## src/rtl/multi_domain_power_sequencer.sv

```systemverilog
// rtl/multi_domain_power_sequencer.sv - per-domain power gating FSMs sharing one round-robin inrush token
module multi_domain_power_sequencer #(
    parameter int                     NUM_DOMAINS    = 8,
    parameter int                     IDLE_CNT_W     = 16,
    parameter int                     ISO_CYCLES     = 4,
    parameter int                     ACK_TIMEOUT    = 64,
    parameter logic [NUM_DOMAINS-1:0] ALWAYS_ON_MASK = '0
) (
    input  logic                           clk,
    input  logic                           rst_n,
    input  logic [NUM_DOMAINS-1:0]         gate_req,
    input  logic [NUM_DOMAINS-1:0]         activity,
    input  logic [IDLE_CNT_W-1:0]          idle_threshold,
    input  logic [NUM_DOMAINS-1:0]         pwr_ack,
    input  logic                           err_clr,
    output logic [NUM_DOMAINS-1:0]         power_enable,
    output logic [NUM_DOMAINS-1:0]         isolation_enable,
    output logic [NUM_DOMAINS-1:0]         domain_on,
    output logic                           transition_busy,
    output logic [$clog2(NUM_DOMAINS)-1:0] active_domain,
    output logic [NUM_DOMAINS-1:0]         ack_err
);

    localparam int AW   = $clog2(NUM_DOMAINS);
    localparam int TMAX = (ISO_CYCLES > ACK_TIMEOUT) ? ISO_CYCLES : ACK_TIMEOUT;
    localparam int TW   = $clog2(TMAX + 1);
    localparam logic [TW-1:0] ISO_LAST = TW'(ISO_CYCLES - 1);
    localparam logic [TW-1:0] ACK_LAST = TW'(ACK_TIMEOUT - 1);

    typedef enum logic [2:0] {
        ST_ON, ST_ISO, ST_PWR_DN, ST_OFF, ST_PWR_UP, ST_DE_ISO
    } state_t;

    state_t                  st     [NUM_DOMAINS];
    state_t                  st_nxt [NUM_DOMAINS];
    logic [IDLE_CNT_W-1:0]   idle_cnt [NUM_DOMAINS];
    logic [NUM_DOMAINS-1:0]  off_cand, on_cand, err_set;
    logic [TW-1:0]           timer, timer_nxt;
    logic                    busy_nxt;
    logic [AW-1:0]           act_nxt, ptr, ptr_nxt, rr_pick, grant_idx;
    logic                    grant_found;
    int                      rr_idx;

    always_comb begin
        st_nxt      = st;
        timer_nxt   = timer;
        busy_nxt    = transition_busy;
        act_nxt     = active_domain;
        ptr_nxt     = ptr;
        err_set     = '0;
        grant_found = 1'b0;
        grant_idx   = '0;
        rr_idx      = 0;
        rr_pick     = '0;
        for (int d = 0; d < NUM_DOMAINS; d++) begin
            off_cand[d] = (st[d] == ST_ON) && gate_req[d] && !activity[d] && !ALWAYS_ON_MASK[d]
                          && (idle_threshold != '0) && (idle_cnt[d] >= idle_threshold);
            on_cand[d]  = (st[d] == ST_OFF) && (activity[d] || !gate_req[d]);
        end
        if (transition_busy) begin
            // only the token holder advances; the shared timer belongs to it
            case (st[active_domain])
                ST_ISO: begin
                    if (activity[active_domain] || !gate_req[active_domain]) begin
                        st_nxt[active_domain] = ST_DE_ISO;
                        timer_nxt = '0;
                    end else if (timer == ISO_LAST) begin
                        st_nxt[active_domain] = ST_PWR_DN;
                        timer_nxt = '0;
                    end else begin
                        timer_nxt = timer + TW'(1);
                    end
                end
                ST_PWR_DN: begin
                    if (!pwr_ack[active_domain] || timer == ACK_LAST) begin
                        st_nxt[active_domain]  = ST_OFF;
                        err_set[active_domain] = pwr_ack[active_domain];
                        timer_nxt = '0;
                        busy_nxt  = 1'b0;
                        act_nxt   = '0;
                    end else begin
                        timer_nxt = timer + TW'(1);
                    end
                end
                ST_PWR_UP: begin
                    if (pwr_ack[active_domain] || timer == ACK_LAST) begin
                        st_nxt[active_domain]  = ST_DE_ISO;
                        err_set[active_domain] = !pwr_ack[active_domain];
                        timer_nxt = '0;
                    end else begin
                        timer_nxt = timer + TW'(1);
                    end
                end
                ST_DE_ISO: begin
                    if (timer == ISO_LAST) begin
                        st_nxt[active_domain] = ST_ON;
                        timer_nxt = '0;
                        busy_nxt  = 1'b0;
                        act_nxt   = '0;
                    end else begin
                        timer_nxt = timer + TW'(1);
                    end
                end
                default: ;
            endcase
        end else begin
            for (int k = 1; k <= NUM_DOMAINS; k++) begin
                rr_idx = int'(ptr) + k;
                if (rr_idx >= NUM_DOMAINS) rr_idx = rr_idx - NUM_DOMAINS;
                rr_pick = AW'(rr_idx);
                if (!grant_found && (off_cand[rr_pick] || on_cand[rr_pick])) begin
                    grant_found = 1'b1;
                    grant_idx   = rr_pick;
                end
            end
            if (grant_found) begin
                st_nxt[grant_idx] = on_cand[grant_idx] ? ST_PWR_UP : ST_ISO;
                timer_nxt = '0;
                busy_nxt  = 1'b1;
                act_nxt   = grant_idx;
                ptr_nxt   = grant_idx;
            end
        end
    end

    always_ff @(posedge clk) begin
        if (!rst_n) begin
            for (int d = 0; d < NUM_DOMAINS; d++) begin
                st[d]       <= ST_ON;
                idle_cnt[d] <= '0;
            end
            power_enable     <= '1;
            isolation_enable <= '0;
            domain_on        <= '1;
            ack_err          <= '0;
            timer            <= '0;
            transition_busy  <= 1'b0;
            active_domain    <= '0;
            ptr              <= AW'(NUM_DOMAINS - 1);
        end else begin
            for (int d = 0; d < NUM_DOMAINS; d++) begin
                st[d]               <= st_nxt[d];
                power_enable[d]     <= !(st_nxt[d] == ST_PWR_DN || st_nxt[d] == ST_OFF);
                isolation_enable[d] <= (st_nxt[d] != ST_ON);
                domain_on[d]        <= (st_nxt[d] == ST_ON);
                if (activity[d] || st[d] != ST_ON)
                    idle_cnt[d] <= '0;
                else if (idle_cnt[d] != '1)
                    idle_cnt[d] <= idle_cnt[d] + IDLE_CNT_W'(1);
            end
            // a timeout in the same cycle as err_clr must survive the clear
            ack_err         <= (err_clr ? '0 : ack_err) | err_set;
            timer           <= timer_nxt;
            transition_busy <= busy_nxt;
            active_domain   <= act_nxt;
            ptr             <= ptr_nxt;
        end
    end

endmodule

```

## config.mk

```make
export PLATFORM = sky130hd
export DESIGN_NAME = multi_domain_power_sequencer
export DESIGN_NICKNAME = d
export VERILOG_FILES = /design/src/rtl/multi_domain_power_sequencer.sv
export SDC_FILE = /design/constraint.sdc
export NUM_CORES = 1
export LEC_CHECK = 0
export BUFFER_PORTS_ARGS = -buffer_cell sky130_fd_sc_hd__buf_4
export CAP_MARGIN = 40
export CORE_MARGIN = 1
export CORE_UTILIZATION = 30
export DETAILED_ROUTE_END_ITERATION = 10
export PLACE_DENSITY = 0.43
export RECOVER_POWER = 50
export SETUP_SLACK_MARGIN = 0.15
export SYNTH_ARGS = -nofsm -noshare
export SYNTH_HDL_FRONTEND = slang
export SYNTH_SLANG_ARGS = --single-unit
```

## constraint.sdc

```tcl
create_clock -name clk -period 6.3 [get_ports clk]
set_input_delay 0.315 -clock clk [delete_from_list [all_inputs] [get_ports clk]]
set_output_delay 0.315 -clock clk [all_outputs]
set_load 0.01 [all_outputs]
```

==> results of run 1 <==
-- metrics by stage --
step                      instance area, µm²  std cells
after floorplan                        14700       1647
after global placement                 16000       2305
after detailed placement               16000       2310
after CTS                              16600       2342
after global routing                   16400       2342
final                                  16400       2342
-- how the worst max path moves through the flow --
stage | to | from | depth (start not counted)
final | isolation_enable[6] | active_domain[1] | 13
after global routing | isolation_enable[6] | active_domain[1] | 13
after CTS | domain_on[1] | idle_cnt[1][48] | 16
after detailed placement | domain_on[1] | idle_threshold[9] | 16
after global placement | domain_on[1] | idle_threshold[13] | 17
after floorplan | domain_on[7] | ptr[0] | 20
-- state kept, by name, summed over array words and instances, names as in the netlist --
| name | cells |
|---|---|
| idle_cnt | 128 |
| st | 24 |
| ack_err | 8 |
| domain_on | 8 |
| isolation_enable | 8 |
| power_enable | 8 |
| timer | 7 |
| active_domain | 3 |
| ptr | 3 |
| transition_busy | 1 |
-- logic make-up after synthesis --
family,after synthesis,synth area share [%]
buffers and inverters,129,3.39
AND/OR/NAND/NOR,687,23.1
XOR/XNOR,120,7.16
multiplexers,17,1.27
AO/OA/AOI/OAI,357,17.5
flip-flops,198,35.7
adder cells (fa/ha/maj),139,11.8
-- layer usage --
metal	vias up	share of wire [%]
met4	2	2.4
met3	49	4.8
met1	6278	49
li1	6270	-
met2	299	44
met5	-	0.026
-- final cells by class --
| class | instances | share of cell area [%] |
|---|---|---|
| sequential | 198 | 31.9 |
| timing repair buffer | 106 | 3.97 |
| tap | 615 | 4.69 |
| inverter | 71 | 1.62 |
| clock inverter | 11 | 0.640 |
| multi-input combinational | 1320 | 54.4 |
| clock buffer | 21 | 2.74 |
-- worst max-delay path: cells and delay by family, from the launching register on --
| kind | cells | cell delay, ns |
|---|---|---|
| compound gates | 4 | 0.97 |
| buf+inv | 2 | 1.70 |
| flops | 1 | 0.31 |
| simple gates | 7 | 2.39 |
-- power breakdown --
group | switching (mW) | leakage, nW | internal [mW]
Clock | 0.563 | 0.281 | 0.558
Combinational | 1.85 | 4.04 | 0.868
Sequential | 0.102 | 2.15 | 1.48
Total | 2.52 | 6.47 | 2.90
-- placed cells by master (no fill, tap or decap), drive strengths merged, types with 6 or more instances in the layout --
cell / instances
a2111oi: 10
a211o: 6
a211oi: 18
a21o: 9
a21oi: 59
a221oi: 8
a22o: 6
a22oi: 19
a311oi: 11
a31oi: 29
and2: 16
and3: 49
and4: 13
buf: 68
clkbuf: 58
dfxtp: 70
edfxtp: 128
ha: 139
inv: 76
mux2i: 13
nand2: 124
nand2b: 21
nand3: 94
nand4: 36
nor2: 227
nor2b: 14
nor3: 26
nor4: 25
o211ai: 12
o21a: 11
o21ai: 83
o22ai: 7
o31ai: 7
or2: 14
or3: 6
xnor2: 48
xor2: 72
==> flow_summary_export.csv, run 1 <==
group,metric,value,unit
floorplan,rows,80,
synth,yosysTopAreaCellShare,26.2,%
synth,postSynthAreaPerCell,8.91,µm²
grt,use_met1,28.3,%
cts,clockBufferDepth,2,
finish,nFillCells,4985,
worst_hold_path,hold_depth,4,
power,power.leakage,6.47,nW
floorplan,io_pins,79,
sta,hold_viol,0,
synth,yosys.area.top_type,"edfxtp_1",
cts,cts_tree,"done",
setup_path,timing.rr.start,"active_domain[1]",
sta,fmax,0.181,GHz
cts,path_clk_slew,0.08,ns
floorplan,die_w,223,µm
grt,antenna_found_initial,1,
sta,period_share,87.8,%
routing,via_per_inst,5.51,
sta,grt_setup_unrepaired,"no",
grt,met2_usage,31.0,%
cts,clock_latency,0.51,ns
synth,yosysWarnings,0,
setup_path,setup.worst_path.start_class,"flop",
placement,hpwl,37600,µm
floorplan,design.core.area,48000,µm²
synth,post_synth_num_cell_types,95,
sta,setup_viol,0,
setup_path,cpPeakStageDelay,1.11,ns
setup_path,crit_path_end_kind,"flop",
sta,maxSlewViolCount,66,
sta,holdWs,0.312,ns
flow_run,maxCapViolCount,2,
routing,vias,12898,
grt,grt_pass1_vias,12126,
setup_path,cp_cell_sequence,"clkbuf_1, inv_1, and2_1, a22oi_1, and3_1, and2_1, nor2b_1, nand2b_1, and3_1, nand3_1, a32o_1, a31oi_1, o211ai_1",
grt,grt_busiest_layer,"met2",
grt,grt.overflow.total,0,
synth,synthTopCellsByCount,"nor2_1 (226), ha_1 (139), edfxtp_1 (128)",
cts,post_cts_buffers,0,
setup_path,slowest_stage,"clkbuf_1",
finish,area.sequential,5250,µm²
cts,hold_buffers,0,
routing,post_drt_wl_per_cell,21.5,µm
synth,syn-num-nets,1829,
worst_hold_path,min_to,"ack_err[0]",
power,power.total,5.42,mW
grt,grt_max_degree,42,
setup_path,r2r-end,"isolation_enable[6]",
synth,yosysSeqAreaShare,35.7,%
status,violations,"max-capacitance violations, max-slew violations",
routing,drc_errors,0,
power,vdd_ir_drop_max,0.250,mV
finish,multi_input_area,8930,µm²
finish,nNetsFinal,1896,
worst_hold_path,min_from,"err_clr",
setup_path,cp_max_fo,31,
routing,wl,50400,µm
setup_path,worst-endpoint-arrival,5.91,ns
setup_path,cp.required,6.68,ns
routing,drt_first_pass_iters,5,
sta,skew,0.0145,ns
routing,ant_nets,0,
finish,fin_util,34.2,%
placement,place_ws,0.799,ns
status,status,"finished with violations",
synth,synth_async_sr_flop_share,0,%
floorplan,die_area,49800,µm²
sta,tns,0,ns
placement,portBuffers,78,
synth,synthesis.area,14700,µm²
synth,yosysMostFrequentCell,"nor2_1",
finish,syn2layout_area_growth,11.9,%
grt,grt_pass1_wl,75900,µm
setup_path,reg2regPathDepth,13,
grt,grtUsageTotal,20.4,%
synth,ys.flop_type,"edfxtp_1",
placement,gp_congestion,0.841,
floorplan,fp.dieH,223,µm
sta,min_period,5.53,ns
synth,synth_area_leaders,"edfxtp_1 (26%), ha_1 (12%), dfxtp_1 (9.5%)",
grt,met3_usage,4.43,%
synth,syn-instance-count,1647,
cts,cts_made_buffers,17,
cts,cts_resized,0,
cts,clockRootBuffer,"clkbuf_16",
worst_hold_path,hold_path_class,"primary input to flop",
synth,synth_edf_count,128,
finish,n_antenna_cell,0,
floorplan,start_util,30.5,%
synth,ys_seq_elements,198,
setup_path,r2r_setup_slack,0.77,ns
sta,finalWorstSetupSlack,0.767,ns
setup_path,path_class,"flop to flop",
power,p_per_area,330,nW/µm²
sta,relSlewSlack,-10.4,%
finish,drive_gt1_share,7.93,%
routing,drt_iter0_markers,1030,
sta,worst_pin_slew,1.66,ns
cts,cts_num_sinks,198,
cts,cts_max_level,4,
No activity file was read; power rests on OpenSTA's default activity.
==> run 2: changes to the inputs <==
==> constraint.sdc (replaced) <==
create_clock -name clk -period 6.3 [get_ports clk]
set_input_delay 0.315 -clock clk [delete_from_list [all_inputs] [get_ports clk]]
set_output_delay 0.315 -clock clk [all_outputs]
set_load 0.005 [all_outputs]
==> run 2 against run 1 <==
  * Via count barely moved
  * Count of clock-buffer cells in the layout stayed put
  * Largest power group unchanged
  * The flow still finishes with violations (max-capacitance violations, max-slew violations)
  * Highest routed layer unchanged
  * Sequential cell count did not move
  * Hold slack got worse by 0.0035 ns
  * Sequential share of layout area down 0.21 points
  * Non-clock buffer count unchanged
==> flow_summary_export.csv, run 2 (synthesized netlist as in run 1, its figures left out) <==
group,metric,value,unit
cts,cts_num_sinks,198,
grt,met3_usage,4.43,%
finish,syn2layout_area_growth,12.6,%
routing,via_per_inst,5.51,
sta,fmax,0.180,GHz
finish,nNetsFinal,1896,
cts,clock_latency,0.51,ns
placement,portBuffers,78,
sta,period_share,88.3,%
power,vdd_ir_drop_max,0.249,mV
finish,reg_top3,"idle_cnt (128), st (24)",
sta,min_period,5.56,ns
routing,ant_nets,0,
grt,grt_max_degree,42,
sta,relSlewSlack,-8.95,%
setup_path,setup.worst_path.start_class,"flop",
floorplan,design.core.area,48000,µm²
finish,instances_no_fill,2342,
finish,n_antenna_cell,0,
cts,clockRootBuffer,"clkbuf_16",
finish,nFillCells,4967,
cts,cts_resized,0,
routing,drt_iter0_markers,986,
sta,maxSlewViolCount,66,
setup_path,cpPeakStageDelay,1.12,ns
setup_path,path_class,"flop to flop",
power,power.leakage,6.57,nW
cts,cts_tree,"done",
cts,cts_max_level,4,
cts,path_clk_slew,0.08,ns
finish,mostFrequentLayoutCells,"nor2_1 (226), ha_1 (139), edfxtp_1 (128)",
floorplan,start_util,30.5,%
routing,drt_first_pass_iters,6,
grt,use_met1,28.3,%
cts,cts_made_buffers,17,
cts,hold_buffers,0,
flow_run,maxCapViolCount,2,
sta,setup_viol,0,
cts,post_cts_buffers,0,
grt,grt.overflow.total,0,
status,violations,"max-capacitance violations, max-slew violations",
grt,grtUsageTotal,20.4,%
setup_path,crit_path_end_kind,"flop",
sta,skew,0.0146,ns
setup_path,cp.required,6.68,ns
routing,vias,12894,
setup_path,slowest_stage,"clkbuf_1",
sta,grt_setup_unrepaired,"no",
grt,grt_busiest_layer,"met2",
sta,tns,0,ns
cts,clockBufferDepth,2,
setup_path,cp_max_fo,31,
routing,wl,50300,µm
grt,grt_pass1_wl,75900,µm
routing,post_drt_wl_per_cell,21.5,µm
floorplan,die_area,49800,µm²
placement,hpwl,37600,µm
finish,largest_reg_flops,128,
finish,fin_util,34.4,%
finish,mostFrequentLayoutCell,"nor2_1",
placement,place_inst,2310,
grt,met2_usage,31.0,%
power,p_per_area,328,nW/µm²
worst_hold_path,hold_path_class,"primary input to flop",
finish,top_register,"idle_cnt",
sta,hold_viol,0,
sta,worst_pin_slew,1.63,ns
setup_path,worst-endpoint-arrival,5.94,ns
floorplan,die_w,223,µm
status,status,"finished with violations",
floorplan,fp.dieH,223,µm
floorplan,io_pins,79,
floorplan,rows,80,
placement,gp_congestion,0.841,
grt,antenna_found_initial,1,
finish,drive_gt1_share,9.61,%
setup_path,cp_cell_sequence,"clkbuf_1, inv_1, and2_1, a22oi_1, and3_1, and2_1, nor2b_1, nand2b_1, and3_1, nand3_1, a32o_1, a31oi_1, o211ai_1",
routing,drc_errors,0,
grt,grt_pass1_vias,12126,
-- run 2: stage by stage --
stage	total power [mW]	hold WS, ns	setup WS, ns	instance area [µm²]
final	5.42	0.309	0.739	16500
after global routing	5.72	0.312	0.400	16500
after CTS	5.42	0.267	1.08	16600
after detailed placement	4.28	0.500	0.799	16000
after global placement	4.29	0.478	0.799	16000
after floorplan	3.43	0.471	1.73	14700
-- run 2: area by class of cell --
type | instances | area [µm²] | area share, %
clock buffer | 21 | 450 | 2.72
clock inverter | 11 | 105 | 0.636
tap | 615 | 769 | 4.65
multi-input combinational | 1320 | 8930 | 54.0
inverter | 71 | 267 | 1.61
sequential | 198 | 5250 | 31.7
timing repair buffer | 106 | 761 | 4.60
-- run 2: per-layer routing --
layer	share of wire, %	vias to the layer above	wire [µm]
met4	2.5	2	1240
met3	5.2	56	2600
met1	48	6254	24200
li1	-	6267	-
met2	44	315	22200
met5	0.026	-	13
-- run 2: critical path, delay by kind of cell, from the launching register on --
family | cells | cell delay [ns]
simple gates | 7 | 2.39
buf+inv | 2 | 1.71
compound gates | 4 | 0.99
flops | 1 | 0.31
-- run 2: where the power goes --
group / leakage, nW / total (mW) / switching, mW / internal, mW
registers: 2.15 / 1.58 / 0.102 / 1.48
clock network: 0.281 / 1.12 / 0.564 / 0.558
logic: 4.14 / 2.72 / 1.83 / 0.893
-- run 2: path summary, 6_finish.rpt --
check / end / slack, ns / start / cells past startpoint
worst min register to register: ack_err[6] / 0.50 / ack_err[6] / 2
worst min-delay path: ack_err[0] / 0.31 / err_clr / 4
worst max-delay path: isolation_enable[6] / 0.74 / active_domain[1] / 13
worst max register to register: isolation_enable[6] / 0.74 / active_domain[1] / 13
